## config.mk

```make
export PLATFORM = sky130hd
export DESIGN_NAME = fill_datapath_flat
export DESIGN_NICKNAME = d
export VERILOG_FILES = /design/src/rtl/fill_pkg.sv /design/src/rtl/fill_datapath_if.sv /design/src/rtl/fill_datapath_bounded_counter.sv /design/src/rtl/fill_datapath.sv /design/src/flat_wrapper.sv
export SDC_FILE = /design/constraint.sdc
export NUM_CORES = 1
export LEC_CHECK = 0
export CAP_MARGIN = 20
export CORE_AREA = 3 3 63 65
export CTS_BUF_LIST = sky130_fd_sc_hd__clkbuf_4 sky130_fd_sc_hd__clkbuf_8
export DETAILED_ROUTE_END_ITERATION = 7
export DIE_AREA = 0 0 66 68
export PLACE_DENSITY = 0.8
export REMOVE_ABC_BUFFERS = 1
export SLEW_MARGIN = 0
export SYNTH_ARGS = -nofsm -noshare
export SYNTH_HDL_FRONTEND = slang
export SYNTH_SLANG_ARGS = --single-unit
```

## constraint.sdc

```tcl
create_clock -name clk -period 1.6 [get_ports clk]
set_input_delay 0.16 -clock clk [delete_from_list [all_inputs] [get_ports clk]]
set_output_delay 0.16 -clock clk [all_outputs]
set_load 0.005 [all_outputs]
```

## src/rtl/fill_pkg.sv

```systemverilog
// Shared constants and coordinate/colour types for the screen-fill engine.
`timescale 1ns/1ps
package fill_pkg;

  localparam int unsigned XMAX = 160;
  localparam int unsigned YMAX = 120;
  localparam int unsigned XW   = 8;
  localparam int unsigned YW   = 7;
  localparam int unsigned CW   = 3;
  localparam int unsigned PW   = XW + YW;

  typedef logic [XW-1:0] xcoord_t;
  typedef logic [YW-1:0] ycoord_t;
  typedef logic [CW-1:0] colour_t;
  typedef logic [PW-1:0] pcount_t;

endpackage

```

## src/rtl/fill_datapath_if.sv

```systemverilog
// Controller/VGA-side signal bundle of the fill datapath; master is the controller side.
`timescale 1ns/1ps
interface fill_datapath_if;
  import fill_pkg::*;

  logic    initx;
  logic    inity;
  logic    loadx;
  logic    loady;
  logic    plot;
  colour_t fill_colour;
  logic    xdone;
  logic    ydone;
  xcoord_t vga_x;
  ycoord_t vga_y;
  colour_t vga_colour;
  logic    vga_plot;
  pcount_t pix_count;
  logic    frame_done;

  modport master (
    output initx, inity, loadx, loady, plot, fill_colour,
    input  xdone, ydone, vga_x, vga_y, vga_colour, vga_plot, pix_count, frame_done
  );

  modport slave (
    input  initx, inity, loadx, loady, plot, fill_colour,
    output xdone, ydone, vga_x, vga_y, vga_colour, vga_plot, pix_count, frame_done
  );

endinterface

```

## src/rtl/fill_datapath_bounded_counter.sv

```systemverilog
// Wrapping up-counter 0..MAX-1 with clear priority and a last-value flag.
`timescale 1ns/1ps
module bounded_counter #(
  parameter int unsigned MAX = 160,
  parameter int unsigned W   = 8
) (
  input  logic         clk,
  input  logic         reset,
  input  logic         init,
  input  logic         inc,
  output logic [W-1:0] value,
  output logic         last
);

  localparam logic [W-1:0] LAST = W'(MAX - 1);

  always_ff @(posedge clk or negedge reset) begin
    if (!reset)
      value <= '0;
    else if (init)
      value <= '0;
    else if (inc)
      value <= last ? '0 : value + 1'b1;
  end

  assign last = (value == LAST);

endmodule

```

## src/rtl/fill_datapath.sv

```systemverilog
// Screen-fill datapath: x/y pixel counters, VGA drive, pixel count and sticky frame flag.
// Build option: FILL_COORD_COLOUR_EN replaces fill_colour with an x^y test pattern.
`timescale 1ns/1ps
module fill_datapath
  import fill_pkg::*;
(
  input  logic            clk,
  input  logic            reset,
  fill_datapath_if.slave  bus
);

  xcoord_t x;
  ycoord_t y;
  logic    x_last;
  logic    y_last;
  pcount_t pix_count_q;
  logic    frame_done_q;
  logic    frame_clr;

  bounded_counter #(.MAX(XMAX), .W(XW)) u_xcnt (
    .clk   (clk),
    .reset (reset),
    .init  (bus.initx),
    .inc   (bus.loadx),
    .value (x),
    .last  (x_last)
  );

  bounded_counter #(.MAX(YMAX), .W(YW)) u_ycnt (
    .clk   (clk),
    .reset (reset),
    .init  (bus.inity),
    .inc   (bus.loady),
    .value (y),
    .last  (y_last)
  );

  assign frame_clr = bus.initx & bus.inity;

  // Saturates at all-ones rather than wrapping.
  always_ff @(posedge clk or negedge reset) begin
    if (!reset)
      pix_count_q <= '0;
    else if (frame_clr)
      pix_count_q <= '0;
    else if (bus.plot && (pix_count_q != '1))
      pix_count_q <= pix_count_q + 1'b1;
  end

  always_ff @(posedge clk or negedge reset) begin
    if (!reset)
      frame_done_q <= 1'b0;
    else if (frame_clr)
      frame_done_q <= 1'b0;
    else if (bus.plot && x_last && y_last)
      frame_done_q <= 1'b1;
  end

  assign bus.xdone      = x_last;
  assign bus.ydone      = y_last;
  assign bus.vga_x      = x;
  assign bus.vga_y      = y;
  assign bus.vga_plot   = bus.plot;
  assign bus.pix_count  = pix_count_q;
  assign bus.frame_done = frame_done_q;

`ifdef FILL_COORD_COLOUR_EN
  assign bus.vga_colour = x[CW-1:0] ^ y[CW-1:0];
`else
  assign bus.vga_colour = bus.fill_colour;
`endif

endmodule

```

## src/flat_wrapper.sv

```systemverilog
// flat-port wrapper written by rule: the top's interface ports become plain ports
module fill_datapath_flat import fill_pkg::*;
  (clk, reset, bus_initx, bus_inity, bus_loadx, bus_loady, bus_plot, bus_fill_colour, bus_xdone, bus_ydone, bus_vga_x, bus_vga_y, bus_vga_colour, bus_vga_plot, bus_pix_count, bus_frame_done);
  fill_datapath_if bus_i ();
  input  logic clk;
  input  logic reset;
  input wire logic [$bits(bus_i.initx)-1:0] bus_initx;
  input wire logic [$bits(bus_i.inity)-1:0] bus_inity;
  input wire logic [$bits(bus_i.loadx)-1:0] bus_loadx;
  input wire logic [$bits(bus_i.loady)-1:0] bus_loady;
  input wire logic [$bits(bus_i.plot)-1:0] bus_plot;
  input wire logic [$bits(bus_i.fill_colour)-1:0] bus_fill_colour;
  output wire logic [$bits(bus_i.xdone)-1:0] bus_xdone;
  output wire logic [$bits(bus_i.ydone)-1:0] bus_ydone;
  output wire logic [$bits(bus_i.vga_x)-1:0] bus_vga_x;
  output wire logic [$bits(bus_i.vga_y)-1:0] bus_vga_y;
  output wire logic [$bits(bus_i.vga_colour)-1:0] bus_vga_colour;
  output wire logic [$bits(bus_i.vga_plot)-1:0] bus_vga_plot;
  output wire logic [$bits(bus_i.pix_count)-1:0] bus_pix_count;
  output wire logic [$bits(bus_i.frame_done)-1:0] bus_frame_done;
  assign bus_i.initx = bus_initx;
  assign bus_i.inity = bus_inity;
  assign bus_i.loadx = bus_loadx;
  assign bus_i.loady = bus_loady;
  assign bus_i.plot = bus_plot;
  assign bus_i.fill_colour = bus_fill_colour;
  assign bus_xdone = bus_i.xdone;
  assign bus_ydone = bus_i.ydone;
  assign bus_vga_x = bus_i.vga_x;
  assign bus_vga_y = bus_i.vga_y;
  assign bus_vga_colour = bus_i.vga_colour;
  assign bus_vga_plot = bus_i.vga_plot;
  assign bus_pix_count = bus_i.pix_count;
  assign bus_frame_done = bus_i.frame_done;
  fill_datapath u_core (.clk(clk), .reset(reset), .bus(bus_i));
endmodule
```

==> flow_metrics.tcl <==
set metrics [dict create \
    outcome "complete, no violations" \
    start_kind "flip-flop" \
    slowest_stage "dfrtp_1" \
    drc_errors 0 \
    drtIter0Drc 77 \
    cts_tree "done" \
    ios 47 \
    globalRouteTotalUtil 0.237 \
    initial_utilization 0.501 \
    coreArea_um2 3390 \
    cts_hold_buffers 0 \
    vias 1779 \
    synth-edff-count 0 \
    synth_common_cells "dfrtp_1 (31), nor2_1 (17), a21oi_1 (14)" \
    fin_crit_ns 1.58 \
    cp_slowest_stage_delay_ns 0.40 \
    viasPerCell 5.76 \
    rows 21 \
    synth.area.top_cells "dfrtp_1 (46%), a21oi_1 (4.1%), nor2_1 (3.8%)" \
    finalCritPeriodShare 0.990 \
    end_kind "flip-flop" \
    dr.pass1.iters 4 \
    total_power_w 0.00161 \
    place_area_um2 2420 \
    synth_cells 173 \
    syn_avg_cell_area_um2 9.82 \
    port_buffers 40 \
    antenna_found_initial 0 \
    root_buffer "clkbuf_4" \
    cp_cell_sequence "ha_2 -> and4_4 -> nand3_2 -> inv_2 -> buf_4 -> or3_4 -> a21oi_2" \
    antenna_left 0 \
    finClkSkew_ns 0.0108 \
    die_w_um 66 \
    leakage_nw 1.26 \
    worstSetupStartpoint "u_core.u_ycnt.value[0]" \
    clk_pin_slew_ns 0.10 \
    grt_pass1_wl_mm 8.03 \
    synth-seq-area-share 0.457 \
    final_nets 275 \
    worstReg2RegStart "u_core.u_ycnt.value[0]" \
    h-tree-depth 2 \
    powerDensity_nw_per_um2 603 \
    fill_cells 211 \
    clockBufferDepth 2 \
    multi_input_area_um2 951 \
    p_sw_w 0.000415 \
    max_slew_margin 0.714 \
    finalSetupViolCount 0 \
    clockPowerShare 0.345 \
    clk_latency_ns 0.35 \
    slew_viol_final 0 \
    hp-class "input port to asynchronous set/reset pin" \
    critical_path_class "flip-flop to flip-flop" \
    cp_max_fo 2 \
    ys_types 43 \
    ys_warn_count 0 \
    p_int_w 0.00120 \
    tightest_slew_ns 0.426 \
    wl_mm 5.22 \
    dpl.hpwl_mm 3.38 \
    grt_max_degree 32 \
    yosysMostFrequentCell "dfrtp_1" \
    arrival_ns 1.85 \
    pwr-share-seq 0.514 \
    syn_area_um2 1700 \
    syn_to_final_growth_pct 57.4 \
    finalSetupTns_ns 0 \
    grt.overflow.total 0 \
    post-synth-top-area-fraction 0.457 \
    sw_frac_of_total 0.257 \
    yosys.area.top_type "dfrtp_1" \
    hold_violations 0 \
    hold-worst-slack_ns 0.202 \
    globalplace.congestion 0.899 \
    fmax_mhz 631 \
    ir_drop_mv 0.632 \
    die_y_um 68 \
    grt_pass1_vias 1716 \
    combinationalPowerShare 0.141 \
    cts_buffers 5 \
    rsz0062_at_grt "yes" \
    synth-main-ff-cell "dfrtp_1" \
    cts.sinks 31 \
    async_reset_ff_frac 1.00 \
    max_cap_viol_count 0 \
    ys_ff_latch 31 \
    die_area_um2 4490 \
    worst_ep_required_time_ns 1.87 \
    final_layout_size_suffix_gt1_frac 0.350 \
    layout.area.seq_um2 781 \
    antennaDiodeCount 0 \
    fin_area_um2 2680 \
    wl_per_cell_um 16.9 \
]
-- logic make-up after synthesis --
logic type	count (synthesis)	synth area share
buf+inv	13	0.0376
xor+xnor	7	0.0361
flops	31	0.457
compound gates	39	0.147
fa+ha+maj	3	0.0221
mux	3	0.0177
simple gates	77	0.284
-- sequential cells by signal (all words and copies together), names as in the netlist --
signal	count
u_core.bus.pix_count	15
u_core.u_xcnt.value	8
u_core.u_ycnt.value	7
u_core.bus.frame_done	1
-- cell type report --
class,count,area share
multi-input cells,129,0.355
repair buffers,90,0.297
flip-flops and latches,31,0.292
clock buffers,8,0.0271
well taps,46,0.0215
inverters,5,0.00702
-- per-layer routing --
metal | track usage | share of wire | wire [um]
met1 | 0.271 | 0.40 | 2080
met2 | 0.429 | 0.53 | 2780
met3 | 0.0460 | 0.053 | 275
met4 | 0.107 | 0.015 | 78
met5 | 0 | 0 | 0
-- power by group through the flow --
stage / registers (W) / clock network (W) / logic [W]
2_1_floorplan: 0.000844 / 0 / 0.0000494
3_3_place_gp: 0.000835 / 0 / 0.000193
3_5_place_dp: 0.000837 / 0 / 0.000199
4_1_cts: 0.000821 / 0.000570 / 0.000210
5_1_grt: 0.000832 / 0.000605 / 0.000245
6_report: 0.000829 / 0.000557 / 0.000228
-- stage by stage --
step | cells | utilization | setup WS [ns]
floorplan | 165 | - | 0.0572
global placement | 292 | 0.714 | -0.134
detailed placement | 292 | 0.714 | -0.191
CTS | 308 | 0.759 | -0.0288
global route | 309 | 0.789 | -0.0273
finish | 309 | 0.789 | 0.0155
-- cells in the final DEF (no fill, tap or decap), types with 3 or more instances in the layout --
cell	n
o31ai_1	4
xor2_1	7
buf_6	4
nand3_2	4
o21ai_0	6
a31oi_1	3
nand4_1	7
nor2_1	16
dlygate4sd2_1	3
mux2i_1	3
dlymetal6s2s_1	5
a21oi_2	4
dfrtp_1	27
or4_1	5
nand3_1	5
and4_4	4
buf_4	46
dfrtp_2	4
a21oi_1	10
clkbuf_4	6
clkdlybuf4s50_1	31
nor4_1	3
nand2_1	10
or3_1	3
inv_1	4
-- critical path, delay by kind of cell, from the launching register on --
kind                     cells  cell delay (ns)
adder cells (fa/ha/maj)      1             0.20
AO/OA/AOI/OAI                1             0.13
AND/OR/NAND/NOR              3             0.61
flip-flops                   1             0.40
buffers and inverters        2             0.18
-- path summary, 6_finish.rpt --
| kind | to | slack (ns) | depth (start not counted) |
|---|---|---|---|
| setup / recovery | u_core.u_ycnt.value[0] | 0.02 | 7 |
| hold / removal | u_core.bus.pix_count[10] | 0.20 | 2 |
| setup reg to reg | u_core.u_ycnt.value[0] | 0.02 | 7 |
| hold reg to reg | u_core.bus.frame_done | 0.60 | 2 |
| max in group asynchronous | u_core.bus.pix_count[2] | 1.09 | 2 |
| min in group clk | u_core.bus.pix_count[2] | 0.29 | 3 |
-- what timing repair did --
action / CTS / global route
buffers inserted: 9 / 2
gates resized for setup: 13 / 28
setup endpoints to repair: 7 / 17
pin swaps: 7 / 5
Power figures use the tool's default switching activity.
